<file path="src/rtl/cache_pkg.sv">
// Shared widths, operation encoding and request payload for the cache controller.
// No ports; imported by the interface, the storage array and the controller.
package cache_pkg;

  localparam int unsigned ADDR_WIDTH = 6;
  localparam int unsigned DATA_WIDTH = 8;

  typedef logic [ADDR_WIDTH-1:0] UbitAddr;
  typedef logic [DATA_WIDTH-1:0] UbitData;

  typedef enum logic [1:0] {
    Op_INVALID = 2'd0,
    Op_READ    = 2'd1,
    Op_WRITE   = 2'd2
  } op_e;

  // Request captured on a miss and replayed while the miss is serviced.
  typedef struct packed {
    op_e     op;
    UbitAddr addr;
    UbitData data;
  } req_t;

endpackage

</file>
<file path="src/rtl/cache_ctrl_if.sv">
// Upstream request/response bus and downstream memory bus of the cache controller.
// Signals: req_op/req_addr/req_data/req_rdy, rsp_vld/rsp_data (upstream);
//          mem_rst, mem_req_op/mem_req_addr/mem_req_data, mem_rsp_vld/mem_rsp_data (memory).
// master: the requester plus memory side; slave: the cache controller.
interface cache_ctrl_if;
  import cache_pkg::*;

  op_e     req_op;
  UbitAddr req_addr;
  UbitData req_data;
  logic    req_rdy;
  logic    rsp_vld;
  UbitData rsp_data;

  logic    mem_rst;
  op_e     mem_req_op;
  UbitAddr mem_req_addr;
  UbitData mem_req_data;
  logic    mem_rsp_vld;
  UbitData mem_rsp_data;

  modport master (
    output req_op, req_addr, req_data, mem_rsp_vld, mem_rsp_data,
    input  req_rdy, rsp_vld, rsp_data, mem_rst, mem_req_op, mem_req_addr, mem_req_data
  );

  modport slave (
    input  req_op, req_addr, req_data, mem_rsp_vld, mem_rsp_data,
    output req_rdy, rsp_vld, rsp_data, mem_rst, mem_req_op, mem_req_addr, mem_req_data
  );

endinterface

</file>
<file path="src/rtl/cache_array.sv">
// Direct-mapped line storage: valid/dirty bits (reset) and tag/data (no reset).
// Ports: clk, rst_n; rd_index -> rd_valid/rd_dirty/rd_tag/rd_data (async read);
//        wr_en/wr_index/wr_valid/wr_dirty/wr_tag/wr_data (sync write, one line per cycle).
module cache_array
  import cache_pkg::*;
#(
  parameter int unsigned INDEX_WIDTH = 3,
  parameter int unsigned TAG_WIDTH   = ADDR_WIDTH - INDEX_WIDTH
) (
  input  logic                   clk,
  input  logic                   rst_n,
  input  logic [INDEX_WIDTH-1:0] rd_index,
  output logic                   rd_valid,
  output logic                   rd_dirty,
  output logic [TAG_WIDTH-1:0]   rd_tag,
  output UbitData                rd_data,
  input  logic                   wr_en,
  input  logic [INDEX_WIDTH-1:0] wr_index,
  input  logic                   wr_valid,
  input  logic                   wr_dirty,
  input  logic [TAG_WIDTH-1:0]   wr_tag,
  input  UbitData                wr_data
);

  localparam int unsigned LINES = 1 << INDEX_WIDTH;

  logic [LINES-1:0]     valid_q;
  logic [LINES-1:0]     dirty_q;
  logic [TAG_WIDTH-1:0] tag_q  [LINES];
  UbitData              data_q [LINES];

  // Line state bits: cleared by reset so every line starts invalid and clean.
  always_ff @(posedge clk or negedge rst_n) begin
    if (!rst_n) begin
      valid_q <= '0;
      dirty_q <= '0;
    end else if (wr_en) begin
      valid_q[wr_index] <= wr_valid;
      dirty_q[wr_index] <= wr_dirty;
    end
  end

  // Tag/data payload: contents are don't-care while the line is invalid.
  always_ff @(posedge clk) begin
    if (wr_en) begin
      tag_q[wr_index]  <= wr_tag;
      data_q[wr_index] <= wr_data;
    end
  end

  assign rd_valid = valid_q[rd_index];
  assign rd_dirty = dirty_q[rd_index];
  assign rd_tag   = tag_q[rd_index];
  assign rd_data  = data_q[rd_index];

endmodule

</file>
<file path="src/rtl/cache_ctrl.sv">
// Direct-mapped, one-word-per-line, write-back, write-allocate cache controller.
// Ports: clk, rst_n (async, active-low); bus (cache_ctrl_if.slave) carrying the
//        upstream request/response and the downstream memory request/response.
module cache_ctrl
  import cache_pkg::*;
#(
  parameter int unsigned INDEX_WIDTH = 3
) (
  input  logic         clk,
  input  logic         rst_n,
  cache_ctrl_if.slave  bus
);

  localparam int unsigned TAG_WIDTH = ADDR_WIDTH - INDEX_WIDTH;

  typedef enum logic [1:0] {READY, WRITEBACK, FILL, WAIT_FILL} state_e;

  state_e  state_q, state_d;
  req_t    lat_q, lat_d;
  logic    req_rdy_q, req_rdy_d;
  logic    rsp_vld_q, rsp_vld_d;
  UbitData rsp_data_q, rsp_data_d;
  op_e     mem_op_q, mem_op_d;
  UbitAddr mem_addr_q, mem_addr_d;
  UbitData mem_data_q, mem_data_d;

  logic [INDEX_WIDTH-1:0] req_index, lat_index, rd_index, wr_index;
  logic [TAG_WIDTH-1:0]   req_tag, lat_tag, rd_tag, wr_tag;
  logic                   rd_valid, rd_dirty, wr_en, wr_dirty;
  UbitData                rd_data, wr_data;
  logic                   hit, victim_dirty;

  assign req_index = bus.req_addr[INDEX_WIDTH-1:0];
  assign req_tag   = bus.req_addr[ADDR_WIDTH-1:INDEX_WIDTH];
  assign lat_index = lat_q.addr[INDEX_WIDTH-1:0];
  assign lat_tag   = lat_q.addr[ADDR_WIDTH-1:INDEX_WIDTH];

  // Look up the incoming request while idle, the captured miss otherwise.
  assign rd_index     = (state_q == READY) ? req_index : lat_index;
  assign hit          = rd_valid && (rd_tag == req_tag);
  assign victim_dirty = rd_valid && rd_dirty;

  cache_array #(
    .INDEX_WIDTH (INDEX_WIDTH),
    .TAG_WIDTH   (TAG_WIDTH)
  ) u_array (
    .clk      (clk),
    .rst_n    (rst_n),
    .rd_index (rd_index),
    .rd_valid (rd_valid),
    .rd_dirty (rd_dirty),
    .rd_tag   (rd_tag),
    .rd_data  (rd_data),
    .wr_en    (wr_en),
    .wr_index (wr_index),
    .wr_valid (1'b1),
    .wr_dirty (wr_dirty),
    .wr_tag   (wr_tag),
    .wr_data  (wr_data)
  );

  // Next state, next registered outputs and array write port.
  always_comb begin
    state_d    = state_q;
    lat_d      = lat_q;
    rsp_vld_d  = 1'b0;
    rsp_data_d = rsp_data_q;
    mem_op_d   = Op_INVALID;
    mem_addr_d = '0;
    mem_data_d = '0;
    wr_en      = 1'b0;
    wr_index   = lat_index;
    wr_dirty   = 1'b0;
    wr_tag     = lat_tag;
    wr_data    = lat_q.data;

    case (state_q)
      READY: begin
        if (req_rdy_q && bus.req_op != Op_INVALID) begin
          if (bus.req_op == Op_READ && hit) begin
            rsp_vld_d  = 1'b1;
            rsp_data_d = rd_data;
          end else if (bus.req_op == Op_WRITE && (hit || !victim_dirty)) begin
            // Write hit, or write miss over a clean/invalid victim: install in place.
            wr_en    = 1'b1;
            wr_index = req_index;
            wr_dirty = 1'b1;
            wr_tag   = req_tag;
            wr_data  = bus.req_data;
          end else begin
            lat_d = '{op: bus.req_op, addr: bus.req_addr, data: bus.req_data};
            if (victim_dirty) begin
              state_d    = WRITEBACK;
              mem_op_d   = Op_WRITE;
              mem_addr_d = {rd_tag, req_index};
              mem_data_d = rd_data;
            end else begin
              state_d    = FILL;
              mem_op_d   = Op_READ;
              mem_addr_d = bus.req_addr;
            end
          end
        end
      end
      WRITEBACK: begin
        wr_en = 1'b1;
        if (lat_q.op == Op_READ) begin
          // Victim stays resident but clean until the fill replaces it.
          wr_tag     = rd_tag;
          wr_data    = rd_data;
          state_d    = FILL;
          mem_op_d   = Op_READ;
          mem_addr_d = lat_q.addr;
        end else begin
          wr_dirty = 1'b1;
          state_d  = READY;
        end
      end
      FILL: begin
        state_d = WAIT_FILL;
      end
      WAIT_FILL: begin
        if (bus.mem_rsp_vld) begin
          wr_en      = 1'b1;
          wr_data    = bus.mem_rsp_data;
          rsp_vld_d  = 1'b1;
          rsp_data_d = bus.mem_rsp_data;
          state_d    = READY;
        end
      end
      default: state_d = READY;
    endcase

    req_rdy_d = (state_d == READY);
  end

  // All state and outputs; reset abandons any miss in flight.
  always_ff @(posedge clk or negedge rst_n) begin
    if (!rst_n) begin
      state_q    <= READY;
      lat_q      <= '0;
      req_rdy_q  <= 1'b1;
      rsp_vld_q  <= 1'b0;
      rsp_data_q <= '0;
      mem_op_q   <= Op_INVALID;
      mem_addr_q <= '0;
      mem_data_q <= '0;
    end else begin
      state_q    <= state_d;
      lat_q      <= lat_d;
      req_rdy_q  <= req_rdy_d;
      rsp_vld_q  <= rsp_vld_d;
      rsp_data_q <= rsp_data_d;
      mem_op_q   <= mem_op_d;
      mem_addr_q <= mem_addr_d;
      mem_data_q <= mem_data_d;
    end
  end

  assign bus.req_rdy      = req_rdy_q;
  assign bus.rsp_vld      = rsp_vld_q;
  assign bus.rsp_data     = rsp_data_q;
  assign bus.mem_req_op   = mem_op_q;
  assign bus.mem_req_addr = mem_addr_q;
  assign bus.mem_req_data = mem_data_q;
  // Memory reset tracks the controller reset directly.
  assign bus.mem_rst      = ~rst_n;

endmodule
</file>
<file path="src/flat_wrapper.sv">
// flat-port wrapper written by rule: the top's interface ports become plain ports
module cache_ctrl_flat import cache_pkg::*;
#(
  parameter int unsigned INDEX_WIDTH = 3
)
  (clk, rst_n, bus_req_op, bus_req_addr, bus_req_data, bus_mem_rsp_vld, bus_mem_rsp_data, bus_req_rdy, bus_rsp_vld, bus_rsp_data, bus_mem_rst, bus_mem_req_op, bus_mem_req_addr, bus_mem_req_data);
  cache_ctrl_if bus_i ();
  input  logic clk;
  input  logic rst_n;
  input wire logic [$bits(bus_i.req_op)-1:0] bus_req_op;
  input wire logic [$bits(bus_i.req_addr)-1:0] bus_req_addr;
  input wire logic [$bits(bus_i.req_data)-1:0] bus_req_data;
  input wire logic [$bits(bus_i.mem_rsp_vld)-1:0] bus_mem_rsp_vld;
  input wire logic [$bits(bus_i.mem_rsp_data)-1:0] bus_mem_rsp_data;
  output wire logic [$bits(bus_i.req_rdy)-1:0] bus_req_rdy;
  output wire logic [$bits(bus_i.rsp_vld)-1:0] bus_rsp_vld;
  output wire logic [$bits(bus_i.rsp_data)-1:0] bus_rsp_data;
  output wire logic [$bits(bus_i.mem_rst)-1:0] bus_mem_rst;
  output wire logic [$bits(bus_i.mem_req_op)-1:0] bus_mem_req_op;
  output wire logic [$bits(bus_i.mem_req_addr)-1:0] bus_mem_req_addr;
  output wire logic [$bits(bus_i.mem_req_data)-1:0] bus_mem_req_data;
  assign bus_i.req_op = bus_req_op;
  assign bus_i.req_addr = bus_req_addr;
  assign bus_i.req_data = bus_req_data;
  assign bus_i.mem_rsp_vld = bus_mem_rsp_vld;
  assign bus_i.mem_rsp_data = bus_mem_rsp_data;
  assign bus_req_rdy = bus_i.req_rdy;
  assign bus_rsp_vld = bus_i.rsp_vld;
  assign bus_rsp_data = bus_i.rsp_data;
  assign bus_mem_rst = bus_i.mem_rst;
  assign bus_mem_req_op = bus_i.mem_req_op;
  assign bus_mem_req_addr = bus_i.mem_req_addr;
  assign bus_mem_req_data = bus_i.mem_req_data;
  cache_ctrl #(.INDEX_WIDTH(INDEX_WIDTH)) u_core (.clk(clk), .rst_n(rst_n), .bus(bus_i));
endmodule
</file>
<file path="config.mk">
export PLATFORM = sky130hd
export DESIGN_NAME = cache_ctrl_flat
export DESIGN_NICKNAME = d
export VERILOG_FILES = /design/src/rtl/cache_pkg.sv /design/src/rtl/cache_ctrl_if.sv /design/src/rtl/cache_array.sv /design/src/rtl/cache_ctrl.sv /design/src/flat_wrapper.sv
export SDC_FILE = /design/constraint.sdc
export NUM_CORES = 1
export LEC_CHECK = 0
export CAP_MARGIN = 20
export CORE_MARGIN = 2
export CORE_UTILIZATION = 53
export CTS_CLUSTER_DIAMETER = 200
export DETAILED_ROUTE_END_ITERATION = 6
export GPL_ROUTABILITY_DRIVEN = 0
export GPL_TIMING_DRIVEN = 0
export MAX_ROUTING_LAYER = met4
export PLACE_DENSITY = 0.78
export SLEW_MARGIN = 20
export SYNTH_ARGS = -nofsm -noshare
export SYNTH_HDL_FRONTEND = slang
export SYNTH_SLANG_ARGS = --single-unit
</file>
<file path="constraint.sdc">
create_clock -name clk -period 4.29 [get_ports clk]
set_clock_uncertainty 0.05 [all_clocks]
set_input_delay 1.287 -clock clk [delete_from_list [all_inputs] [get_ports clk]]
set_output_delay 1.287 -clock clk [all_outputs]
set_load 0.005 [all_outputs]
</file>
## After elaboration in Yosys (flattened, before gate mapping)

Memories as Yosys holds them, arrays and structs flattened.
Index checks and enable logic that the tools add are counted.

| word-level totals | value |
|---|---|
| register bits after elaboration | 60 |
| latch bits | 0 |
| memory bits (writable) | 88 |
| bits in read-only memories | 0 |
| bits of input ports | 27 |
| logic and storage cells | 108 |
| memories | 2 |

| operators by class | value |
|---|---|
| add/sub/neg operators | 0 |
| multipliers | 0 |
| div/mod/pow operators | 0 |
| order comparisons | 3 |
| eq/ne operators | 10 |
| shift operators | 0 |
| multiplexer cells | 63 |
| bitwise gates (word level) | 4 |
| reduce and logical (&&, ||, !) cells | 14 |

Memory list:

| name | depth | bits a word | rd ports | clocked after Yosys merged registers in | write ports | line | text |
|---|---|---|---|---|---|---|---|
| u_core.u_array.data_q | 8 | 8 | 1 | 0 | 1 | cache_array.sv:30 | `UbitData data_q [LINES];` |
| u_core.u_array.tag_q | 8 | 3 | 1 | 0 | 1 | cache_array.sv:29 | `logic [TAG_WIDTH-1:0] tag_q [LINES];` |

Operators with widths:

| operator | count |
|---|---|
| $mux W8 | 13 |
| $mux W6 | 5 |
| $mux W3 | 9 |
| $pmux W8 S3 | 1 |
| $mux W2 | 10 |
| $pmux W8 S2 | 1 |
| $mux W1 | 13 |
| $pmux W6 S2 | 1 |
| $bwmux W8 | 1 |
| $lt A3 B4 Y1 const B | 2 |
| $or A8 B8 Y8 | 1 |
| $pmux W2 S4 | 1 |
| $reduce_and A4 Y1 | 2 |
| $bmux W1 S3 | 2 |
| $eq A2 B1 Y1 const B | 3 |
| $eq A2 B2 Y1 const B | 3 |
| $logic_and A1 B1 Y1 | 6 |
| $ne A2 B2 Y1 const B | 3 |
| $pmux W3 S2 | 1 |
| $logic_not A2 Y1 | 2 |
| $pmux W1 S2 | 2 |
| $pmux W2 S2 | 1 |
| $reduce_bool A2 Y1 | 2 |
| $demux W1 S3 | 1 |
| other kinds (6) | 8 |

## Depth between registers and ports, before layout

Gate-level depths: netlist of the first run.

| depth | value |
|---|---|
| depth in word-level cells | 17 |
| gate-level depth with buffers | 16 |
| gate-level depth less buffers | 11 |

## By module

From an unflattened synthesis of the first run, not the netlist that was laid out.

| second synthesis, totals | value |
|---|---|
| cell total of the unflattened synthesis | 398 |
| area total of the unflattened synthesis | 6655.1 µm² |

By module, submodules not included:

| module | instances | cells each | area an instance (µm²) | sequential area each (µm²) |
|---|---|---|---|---|
| cache_array | 1 | 177 | 4185.3 | 3042.9 |
| cache_ctrl | 1 | 221 | 2469.9 | 1102.3 |

## Least setup slack after synthesis of the first run

No wires, ideal clock.

| path | value |
|---|---|
| kind | input port to flip-flop |
| start point | input port bus_req_addr[1] |
| end point | memory u_core.u_array.data_q[1][0] in the netlist's numbering, enable pin |
| data arrival time | 4.043 ns |
| required time | 3.853 ns |
| setup slack | -0.190 ns |
| stages on the path | 10 |
| cells stage by stage | buf_2 -> nand2_1 -> o22ai_1 -> a221oi_1 -> o22ai_2 -> xnor2_1 -> o41a_1 -> nor3_4 -> buf_6 -> mux2i_1 |

| on the way | value |
|---|---|
| longest elaborated chain between the ends | 13 |
| elaborated cells on any way between the ends | 23 |

RTL lines:

| item | line | text |
|---|---|---|
| from (decl) | flat_wrapper.sv:11 | `input wire logic [$bits(bus_i.req_addr)-1:0] bus_req_addr;` |
| branches (longest 13 deep; another with $mem_v2 Z8 W3) | -- |  |
| to (decl) | cache_array.sv:30 |  |

Several ways; the timed one is not identified. The select of a mux whose other input is x is not followed.

## Final worst setup path of the first run

| path | value |
|---|---|
| start point | input port bus_req_addr[1] |
| end point | memory u_core.u_array.data_q[3][2] in the netlist's numbering (data pin) |

| on the way | value |
|---|---|
| longest elaborated chain between the ends | 11 |
| elaborated cells on any way between the ends | 19 |

RTL lines:

| item | line | text |
|---|---|---|
| $mux W3 * | cache_ctrl.sv:39 | `assign rd_index = (state_q == READY) ? req_index : lat_index;` |
| branches (longest 9 deep; another with $mem_v2 Z8 W3) | -- |  |
| $pmux W8 S3 * | cache_ctrl.sv:77 | `case (state_q)` |
| via u_core.u_array.wr_data[2] | cache_array.sv:22 | `input UbitData wr_data` |

Mark *: on every way through the listed nets, which the timed path passes. The select of a mux whose other input is x is not followed.

==> results_dict.tcl, run 1 <==
set metrics [dict create \
    grt_pass1_vias 5782 \
    dieArea_um2 14500 \
    crit_start "bus_req_addr[1]" \
    synth_top_area_share_pct 36.7 \
    cp.depth 14 \
    required_ns 4.40 \
    fmax_mhz 239 \
    wl_um 19100 \
    clock_power_share_pct 20.4 \
    via_per_inst 6.18 \
    hold_class "reg -> reg" \
    final_hold_viol_count 0 \
    ys_seq_elements 148 \
    yosysWarnings 0 \
    switching_share_pct 39.8 \
    fin_crit_sh_pct 97.4 \
    grt_max_degree 39 \
    endpoint "u_core.u_array.data_q[3][2]" \
    synth_edf_count 88 \
    critPathLaunchType "input port" \
    first_iter_violations 443 \
    drc 0 \
    ir_worst_vdd_mv 0.539 \
    vias 5725 \
    yosysSeqAreaShare_pct 57.6 \
    fin_nets 769 \
    r2r_start "u_core.state_q[1]" \
    dr.pass1.iters 5 \
    num_rows 42 \
    switchingPower_mw 3.09 \
    critical_path.top_delay_family "compound AO/OA/AOI/OAI gates" \
    max_stage_delay_ns 0.42 \
    crit_type "in -> reg" \
    cp_max_fo 10 \
    worst_setup_hold_path_clk_slew_ns 0.06 \
    diodes 0 \
    synth_top_cell_by_area "edfxtp_1" \
    antenna_found_initial 0 \
    powerDensity_nw_per_um2 860 \
    crit_top_cell "buf_6" \
    cp-end-kind "register" \
    synth.most_common_cell "nand2_1" \
    place_area_um2 7990 \
    fin_util_pct 68.2 \
    rsz0062_at_grt "no" \
    p_seq_share_pct 29.9 \
    critPathSlowestCell "o41a_1" \
    start_util_pct 54.3 \
    worst_pin_slew_ns 0.650 \
    postRouteAntennaNets 0 \
    stdcell_area_um2 9030 \
    grt_overflow 0 \
    syn-cell-area_um2 7200 \
    slew_headroom_pct 56.4 \
    final_cells 926 \
    core_um2 13200 \
    cts_tree "built" \
    syn_nets 682 \
    grt_first_pass_wirelength_um 30100 \
    num_io_pins 54 \
    drive_above_1_share_pct 20.0 \
    ys_types 65 \
    reg2reg_to "u_core.u_array.data_q[3][2]" \
    p_comb_share_pct 49.8 \
    place_hpwl_um 12600 \
    p_leak_nw 3.49 \
    async_flop_share_pct 40.5 \
    nFillCells 918 \
    cts-buffers-inserted 17 \
    synth_top_cells_by_count "nand2_1 (131), edfxtp_1 (88), dfrtp_1 (59), o21ai_0 (31), nor2_1 (28)" \
    placed_cells 881 \
    syn_to_final_growth_pct 25.5 \
    r2r_cells 17 \
    synth.avg_cell_area_um2 11.1 \
    ys_top_cells_by_area "edfxtp_1 (37%), dfrtp_1 (21%), nand2_1 (6.8%)" \
    clockBufferDepth 2 \
    p_int_mw 4.68 \
    die_x_um 121 \
    finalCriticalPeriod_ns 4.18 \
    status "complete, no violations" \
    slew_viol_final 0 \
    arrival_ns 4.29 \
    pre_cts_ws_ns -1.46 \
    portBuffers 52 \
    wl_per_cell_um 20.7 \
    r2r_setup_slack_ns 0.22 \
    critPathBufInv 5 \
    path_cells "dlygate4sd2_1 > buf_6 > nand2_2 > o22ai_1 > o21ai_0 > o22ai_2 > xnor2_1 > o41a_1 > or3_1 > buf_6 > buf_6 > o21ai_1 > a2bb2oi_2 > buf_4" \
    netlist_instances 650 \
    numClockSinks 148 \
    synth_ff_type "edfxtp_1" \
    holdWs_ns 0.419 \
    cts_hold_buffers 0 \
    clockRootBuffer "clkbuf_16" \
    htree_levels 4 \
    grtUsageTotal_pct 27.9 \
    maxCapViolations 0 \
    clk_latency_ns 0.42 \
    worst_slack_ns 0.110 \
    setup_viol 0 \
    die_height_um 121 \
]
## power by group through the flow
stage	Combinational (mW)	Clock (mW)	Sequential [mW]
3_3_place_gp	3.08	0	2.30
5_1_grt	4.15	1.64	2.35
3_5_place_dp	3.23	0	2.32
2_1_floorplan	2.26	0	2.27
6_report	3.87	1.58	2.32
4_1_cts	3.61	1.58	2.31
## layer usage
layer | up-vias | track usage, % | part of all wire (%)
met5 | - | - | 0
met4 | 0 | 9.96 | 2.3
met3 | 45 | 6.04 | 8.3
met2 | 324 | 44.3 | 48
met1 | 2815 | 35.8 | 41
li1 | 2541 | - | -
## per-stage QoR
stage / setup TNS [ns] / power [mW]
6_report: 0 / 7.77
5_1_grt: 0 / 8.14
4_1_cts: 0 / 7.50
3_5_place_dp: -260.10 / 5.55
3_3_place_gp: -287.05 / 5.38
2_1_floorplan: -7.35 / 4.53
## final cells by class
cell class                 count  area (µm²)  share of cell area (%)
sequential                   148        4150                    45.9
multi-input combinational    440        3030                    33.5
timing repair buffer          68         678                    7.51
clock buffer                  24         537                    5.94
buffer                        43         246                    2.73
tap                          176         220                    2.44
clock inverter                 8         106                    1.18
inverter                      19        71.3                   0.789
## cells by family (layout without fill, tap and decap cells)
group                      count (synthesis)  in the layout  synth area share [%]
buffers and inverters                     62            162                  4.15
DFF                                      148            148                  57.6
AOI/OAI and AO/OA                        151            151                  15.6
xor gates and xnor gates                   3              3                 0.365
and+or+nand+nor                          241            241                  15.4
muxes                                     39             39                  5.89
adders and majority gates                  6              6                  1.01
## placed cells by master (no fill, tap or decap), drive strengths merged, types with 17 or more instances in the layout
cell type,synthesis,routed
clkdlybuf4s50,0,48
o21ai,32,32
dfrtp,59,59
mux2,24,24
inv,19,22
clkbuf,21,47
buf,22,38
nand2,131,131
nand3,22,22
edfxtp,88,88
a21oi,17,17
nor2,28,28
## worst min path at each step
stage               cells after the start                      start                   endpoint
finish                                  2  u_core.u_array.valid_q[2]  u_core.u_array.valid_q[2]
floorplan                               2  u_core.u_array.valid_q[2]  u_core.u_array.valid_q[2]
detailed placement                      2  u_core.u_array.valid_q[2]  u_core.u_array.valid_q[2]
global route                            2  u_core.u_array.valid_q[2]  u_core.u_array.valid_q[2]
CTS                                     2  u_core.u_array.valid_q[6]  u_core.u_array.valid_q[6]
global placement                        2  u_core.u_array.valid_q[2]  u_core.u_array.valid_q[2]
## flip-flops by register name, indices dropped and copies added, names as in the netlist
register                 flops
u_core.bus.mem_req_op        2
u_core.u_array.dirty_q       8
u_core.bus.mem_req_addr      6
u_core.bus.req_rdy           1
u_core.lat_index             3
u_core.lat_q                13
u_core.bus.mem_req_data      8
u_core.bus.rsp_vld           1
u_core.u_array.tag_q        24
u_core.u_array.valid_q       8
u_core.u_array.data_q       64
u_core.bus.rsp_data          8
u_core.state_q               2
## worst reg2reg max path, delay by kind of cell, from the launching register on
kind                     cells  cell delay (ns)
AO/OA/AOI/OAI                7             1.30
adder cells (fa/ha/maj)      1             0.17
buffers and inverters        8             1.48
AND/OR/NAND/NOR              1             0.39
flip-flops                   1             0.43
## what timing repair did
action                                  4_1_cts  5_1_grt
pin swaps                                     6        2
endpoints found under the setup margin      232      215
setup buffers                                10        3
gates resized for setup                      54       18
No activity file was read; power rests on OpenSTA's default activity.
==> inputs of run 2 (changes only) <==
CORE_MARGIN = 4   (was 2)
RECOVER_POWER = 50   (was unset)
==> results_dict.tcl, run 2 (same netlist as run 1, synthesis figures left out) <==
set metrics [dict create \
    slew_viol_final 0 \
    start_util_pct 54.1 \
    fmax_mhz 235 \
    final_cell_mix "nand2_1 (129), edfxtp_1 (88), dfrtp_1 (59), nor2_1 (27), dlygate4sd3_1 (25)" \
    cts-buffers-inserted 17 \
    reg2reg_to "u_core.u_array.data_q[1][1]" \
    path_cells "clkdlybuf4s15_2 > mux2i_4 > buf_2 > a211oi_1 > a311oi_2 > o211a_1 > buf_2 > o41a_1 > or3_1 > buf_6 > buf_6 > o21ai_0 > a2bb2oi_2" \
    slew_headroom_pct 49.2 \
    hold_class "reg -> reg" \
    placed_cells 882 \
    num_rows 42 \
    first_iter_violations 545 \
    grt_pass1_vias 5776 \
    min_to "u_core.u_array.valid_q[2]" \
    hold_start "u_core.u_array.valid_q[2]" \
    die_height_um 125 \
    antenna_found_initial 0 \
    clockBufferDepth 2 \
    required_ns 4.42 \
    clockRootBuffer "clkbuf_16" \
    final_hold_viol_count 0 \
    drc 0 \
    hold_path_depth 2 \
    dr.pass1.iters 5 \
    final_cells 922 \
    finalCriticalPeriod_ns 4.26 \
    numClockSinks 148 \
    setup_viol 0 \
    r2r_setup_slack_ns 0.20 \
    diodes 0 \
    crit_type "in -> reg" \
    core_um2 13300 \
    grt_first_pass_wirelength_um 30400 \
    powerDensity_nw_per_um2 845 \
    r2r_start "u_core.state_q[1]" \
    ir_worst_vdd_mv 0.465 \
    worst_pin_slew_ns 0.761 \
    wl_um 18800 \
    top_regs "u_core.u_array.data_q x64, u_core.u_array.tag_q x24, u_core.lat_q x13" \
    grt_overflow 0 \
    critPathSlowestCell "a2bb2oi_2" \
    num_io_pins 54 \
    p_leak_nw 3.50 \
    status "complete, no violations" \
    portBuffers 52 \
    drive_above_1_share_pct 18.5 \
    die_x_um 125 \
    grt_max_degree 62 \
    wl_per_cell_um 20.4 \
    vias 5689 \
    clk_latency_ns 0.43 \
    maxCapViolations 0 \
    largest-register "u_core.u_array.data_q" \
    fin_crit_sh_pct 99.3 \
    grtUsageTotal_pct 25.0 \
    via_per_inst 6.17 \
    max_stage_delay_ns 0.40 \
    critPathLaunchType "input port" \
    dieArea_um2 15500 \
    largest_register_ffs 64 \
    fin_util_pct 66.8 \
    final_common_cell "nand2_1" \
    worst_setup_hold_path_clk_slew_ns 0.06 \
    r2r_cells 15 \
    fin_nets 765 \
    htree_levels 4 \
    cp-end-kind "register" \
    syn_to_final_growth_pct 23.3 \
    place_hpwl_um 12500 \
    arrival_ns 4.39 \
    cp_max_fo 10 \
    cts_tree "built" \
    postRouteAntennaNets 0 \
]
run 2: cell types whose count changed in the layout (fill, tap and decap cells not counted), moves of 2 or more:
| cell | before | now |
|---|---|---|
| clkdlybuf4s50_1 | 48 | 23 |
| dlygate4sd3_1 | 0 | 25 |
| clkbuf_16 | 20 | 18 |
| a2bb2oi_4 | 5 | 3 |
| a2bb2oi_2 | 3 | 5 |
| buf_12 | 3 | 0 |
| clkbuf_4 | 5 | 1 |
| buf_6 | 10 | 12 |
| buf_4 | 14 | 11 |
| inv_4 | 1 | 3 |
run 2: layout make-up:
cell class,count,area (µm²)
buffer,43,246
clock buffer,22,485
clock inverter,10,93.8
fill,949,4420
inverter,19,71.3
multi-input combinational,440,2990
sequential,148,4150
tap,176,220
timing repair buffer,64,626
run 2: worst max-delay path: cells and delay by family:
family	cells	cell delay [ns]
buffers and inverters	5	1.18
multiplexers	1	0.36
AND/OR/NAND/NOR	1	0.15
AO/OA/AOI/OAI	6	1.41
run 2: worst max path at each step:
stage                          startpoint                          end  slack (ns)  cells after the start
after global placement    bus_req_addr[0]  u_core.u_array.data_q[5][4]       -1.97                     10
after detailed placement  bus_req_addr[0]   u_core.u_array.tag_q[6][2]       -1.59                     12
after CTS                 bus_req_addr[1]  u_core.u_array.data_q[1][7]       -0.05                     13
after floorplan           bus_req_addr[1]  u_core.u_array.data_q[1][0]       -0.19                     10
after global routing      bus_req_addr[0]  u_core.u_array.data_q[3][6]       -0.01                     15
final                     bus_req_addr[0]  u_core.u_array.data_q[1][1]        0.03                     13
run 2: layer usage:
layer | part of all wire, % | track usage, % | wire [µm]
met2 | 48 | 38.5 | 8980
met3 | 7.9 | 4.46 | 1490
met4 | 2.0 | 8.77 | 383
met5 | 0 | - | 0
met1 | 42 | 33.8 | 7940
run 2: repair_timing:
| item | in CTS | in global routing |
|---|---|---|
| pin swaps | 7 | 2 |
| setup endpoints to repair | 233 | 192 |
| resized for setup | 46 | 19 |
| setup buffers | 8 | 0 |
| hold buffers | 0 | 0 |
| endpoints found under the hold margin | 0 | 0 |
run 2: where the power goes:
part           switching (mW)  internal, mW
clock                   0.582         0.866
sequential              0.190          2.12
combinational            2.26          1.48
total                    3.04          4.47
run 2: through the flow:
stage | hold WS, ns | power [mW] | area (µm²) | setup TNS (ns) | worst slack, ns
global route | 0.423 | 7.89 | 8880 | -0.226 | -0.0143
floorplan | 0.365 | 4.53 | 7200 | -7.35 | -0.190
global placement | 0.381 | 5.39 | 7940 | -297.08 | -1.97
finish | 0.412 | 7.50 | 8880 | 0 | 0.0292
CTS | 0.397 | 7.33 | 8810 | -0.752 | -0.0464
detailed placement | 0.385 | 5.55 | 7990 | -284.50 | -1.59
==> inputs of run 3 (changes only) <==
clock period = 3.7 ns   (was 4.29 ns; I/O delays follow)
==> results_dict.tcl, run 3 (same netlist as run 1, synthesis figures left out) <==
set metrics [dict create \
    status "finished, violations left" \
    violations "setup timing" \
    grtUsageMet2_pct 39.4 \
    crit_top_cell "buf_8" \
    cts_tree "built" \
    die_height_um 125 \
    top_regs "u_core.u_array.data_q x64, u_core.u_array.tag_q x24, u_core.lat_q x13" \
    postRouteAntennaNets 0 \
    hold_path_depth 2 \
    p_leak_nw 3.66 \
    met3_usage_pct 4.72 \
    fmax_mhz 262 \
    drc 0 \
    hold_start "u_core.u_array.valid_q[2]" \
    dieArea_um2 15500 \
    holdWs_ns 0.424 \
    nFillCells 851 \
    cts-buffers-inserted 17 \
    arrival_ns 3.91 \
    wl_per_cell_um 21.5 \
    worst_pin_slew_ns 0.787 \
    final_common_cell "nand2_1" \
    maxCapViolations 0 \
    core_um2 13300 \
    r2r_setup_slack_ns -0.12 \
    clk_latency_ns 0.42 \
    cp_max_fo 8 \
    grt.met1_usage_pct 32.9 \
    antenna_found_initial 0 \
    final_cell_mix "nand2_1 (124), edfxtp_1 (88), dfrtp_1 (59), buf_4 (28), nor2_1 (26)" \
    powerDensity_nw_per_um2 993 \
    r2r_cells 15 \
    pre_cts_ws_ns -1.59 \
    final_cells 945 \
    critPathLaunchType "register" \
    grt_pass1_vias 5854 \
    grt_max_degree 40 \
    htree_levels 4 \
    rsz0062_at_grt "yes" \
    final_hold_viol_count 0 \
    portBuffers 52 \
    setup_viol 89 \
    reg2reg_to "u_core.u_array.data_q[6][4]" \
    r2r_start "u_core.state_q[1]" \
    finalCriticalPeriod_ns 3.82 \
    required_ns 3.79 \
    clockRootBuffer "clkbuf_16" \
    largest_register_ffs 64 \
    num_io_pins 54 \
    post-layout-total-power_mw 9.31 \
    cp.depth 15 \
    max_stage_delay_ns 0.53 \
    slew_viol_final 0 \
    grt_overflow 0 \
    grt_first_pass_wirelength_um 30400 \
    ir_worst_vdd_mv 0.644 \
    worst_setup_hold_path_clk_slew_ns 0.06 \
    wl_um 20400 \
    critPathSlowestCell "o41a_1" \
    tns_ns -6.80 \
    num_rows 42 \
    busiest_layer "met2" \
    largest-register "u_core.u_array.data_q" \
    vias 6011 \
    critPathBufInv 5 \
    clockBufferDepth 2 \
    first_iter_violations 635 \
    place_area_um2 8030 \
    diodes 0 \
    place_hpwl_um 12400 \
    crit_type "reg -> reg" \
    path_cells "inv_2 > ha_4 > buf_8 > mux2_4 > buf_8 > nand2_2 > o21bai_1 > o22ai_2 > xnor2_2 > o41a_1 > or3_4 > buf_8 > clkbuf_16 > o21ai_2 > a2bb2oi_4" \
    fin_crit_sh_pct 103 \
    syn_to_final_growth_pct 30.3 \
    die_x_um 125 \
    grtUsageTotal_pct 25.1 \
    via_per_inst 6.36 \
    fin_nets 788 \
    critical_path.top_delay_family "compound AO/OA/AOI/OAI gates" \
    slew_headroom_pct 47.5 \
    start_util_pct 54.1 \
    worst_slack_ns -0.120 \
    stdcell_area_um2 9380 \
    numClockSinks 148 \
    min_to "u_core.u_array.valid_q[2]" \
    fin_util_pct 70.5 \
    drive_above_1_share_pct 25.6 \
    hold_class "reg -> reg" \
    dr.pass1.iters 6 \
    cp-end-kind "register" \
    placed_cells 879 \
]
==> run 3: cell count changes in the layout (fill, tap and decap cells not counted), sizes merged <==
cell	before	now
dlymetal6s2s	1	0
clkbuf	44	46
dlygate4sd2	1	0
inv	23	19
clkinvlp	0	3
buf	34	59
bufinv	1	0
clkdlybuf4s15	1	0
clkinv	5	6
==> run 3: final cells by class <==
cell class	count	area [µm²]	share of cell area [%]
plain buffers	43	293	3.12
repair buffers	87	887	9.46
inverters	19	77.6	0.827
flip-flops and latches	148	4150	44.2
clock buffers	23	489	5.22
clock inverters	9	53.8	0.574
well taps	176	220	2.35
multi-input cells	440	3210	34.2
==> run 3: what timing repair did <==
action | 4_1_cts | 5_1_grt
gates cloned | 0 | 3
hold buffers | 0 | 0
setup endpoints to repair | 233 | 220
resized for setup | 73 | 60
setup buffers | 19 | 13
pin swaps | 11 | 18
==> run 3: metal layers <==
layer | part of all wire, % | vias to the layer above
li1 | - | 2590
met1 | 39 | 2960
met4 | 3.1 | 0
met3 | 8.9 | 78
met5 | 0 | -
met2 | 49 | 383
==> run 3: worst min-delay path: cells and delay by family (launching register included) <==
| family | cells | cell delay, ns |
|---|---|---|
| flops | 1 | 0.33 |
| simple gates | 1 | 0.05 |
| buf+inv | 1 | 0.06 |
==> run 3: how the worst max path moves through the flow <==
| stage | start | to | slack [ns] |
|---|---|---|---|
| after floorplan | bus_req_addr[1] | u_core.u_array.data_q[1][0] | -0.1 |
| after global placement | rst_n | bus_mem_rst | -1.59 |
| after detailed placement | bus_req_addr[0] | u_core.u_array.data_q[1][3] | -1.59 |
| after CTS | u_core.state_q[1] | u_core.u_array.data_q[2][7] | -0.07 |
| after global routing | u_core.state_q[1] | u_core.u_array.data_q[4][5] | -0.17 |
| final | u_core.state_q[1] | u_core.u_array.data_q[6][4] | -0.12 |
==> run 3: where the power goes <==
group / internal (mW) / total [mW] / leakage, nW / switching (mW)
clock network: 0.927 / 1.59 / 0.268 / 0.659
registers: 2.46 / 2.69 / 1.54 / 0.232
logic: 2.11 / 5.03 / 1.86 / 2.92
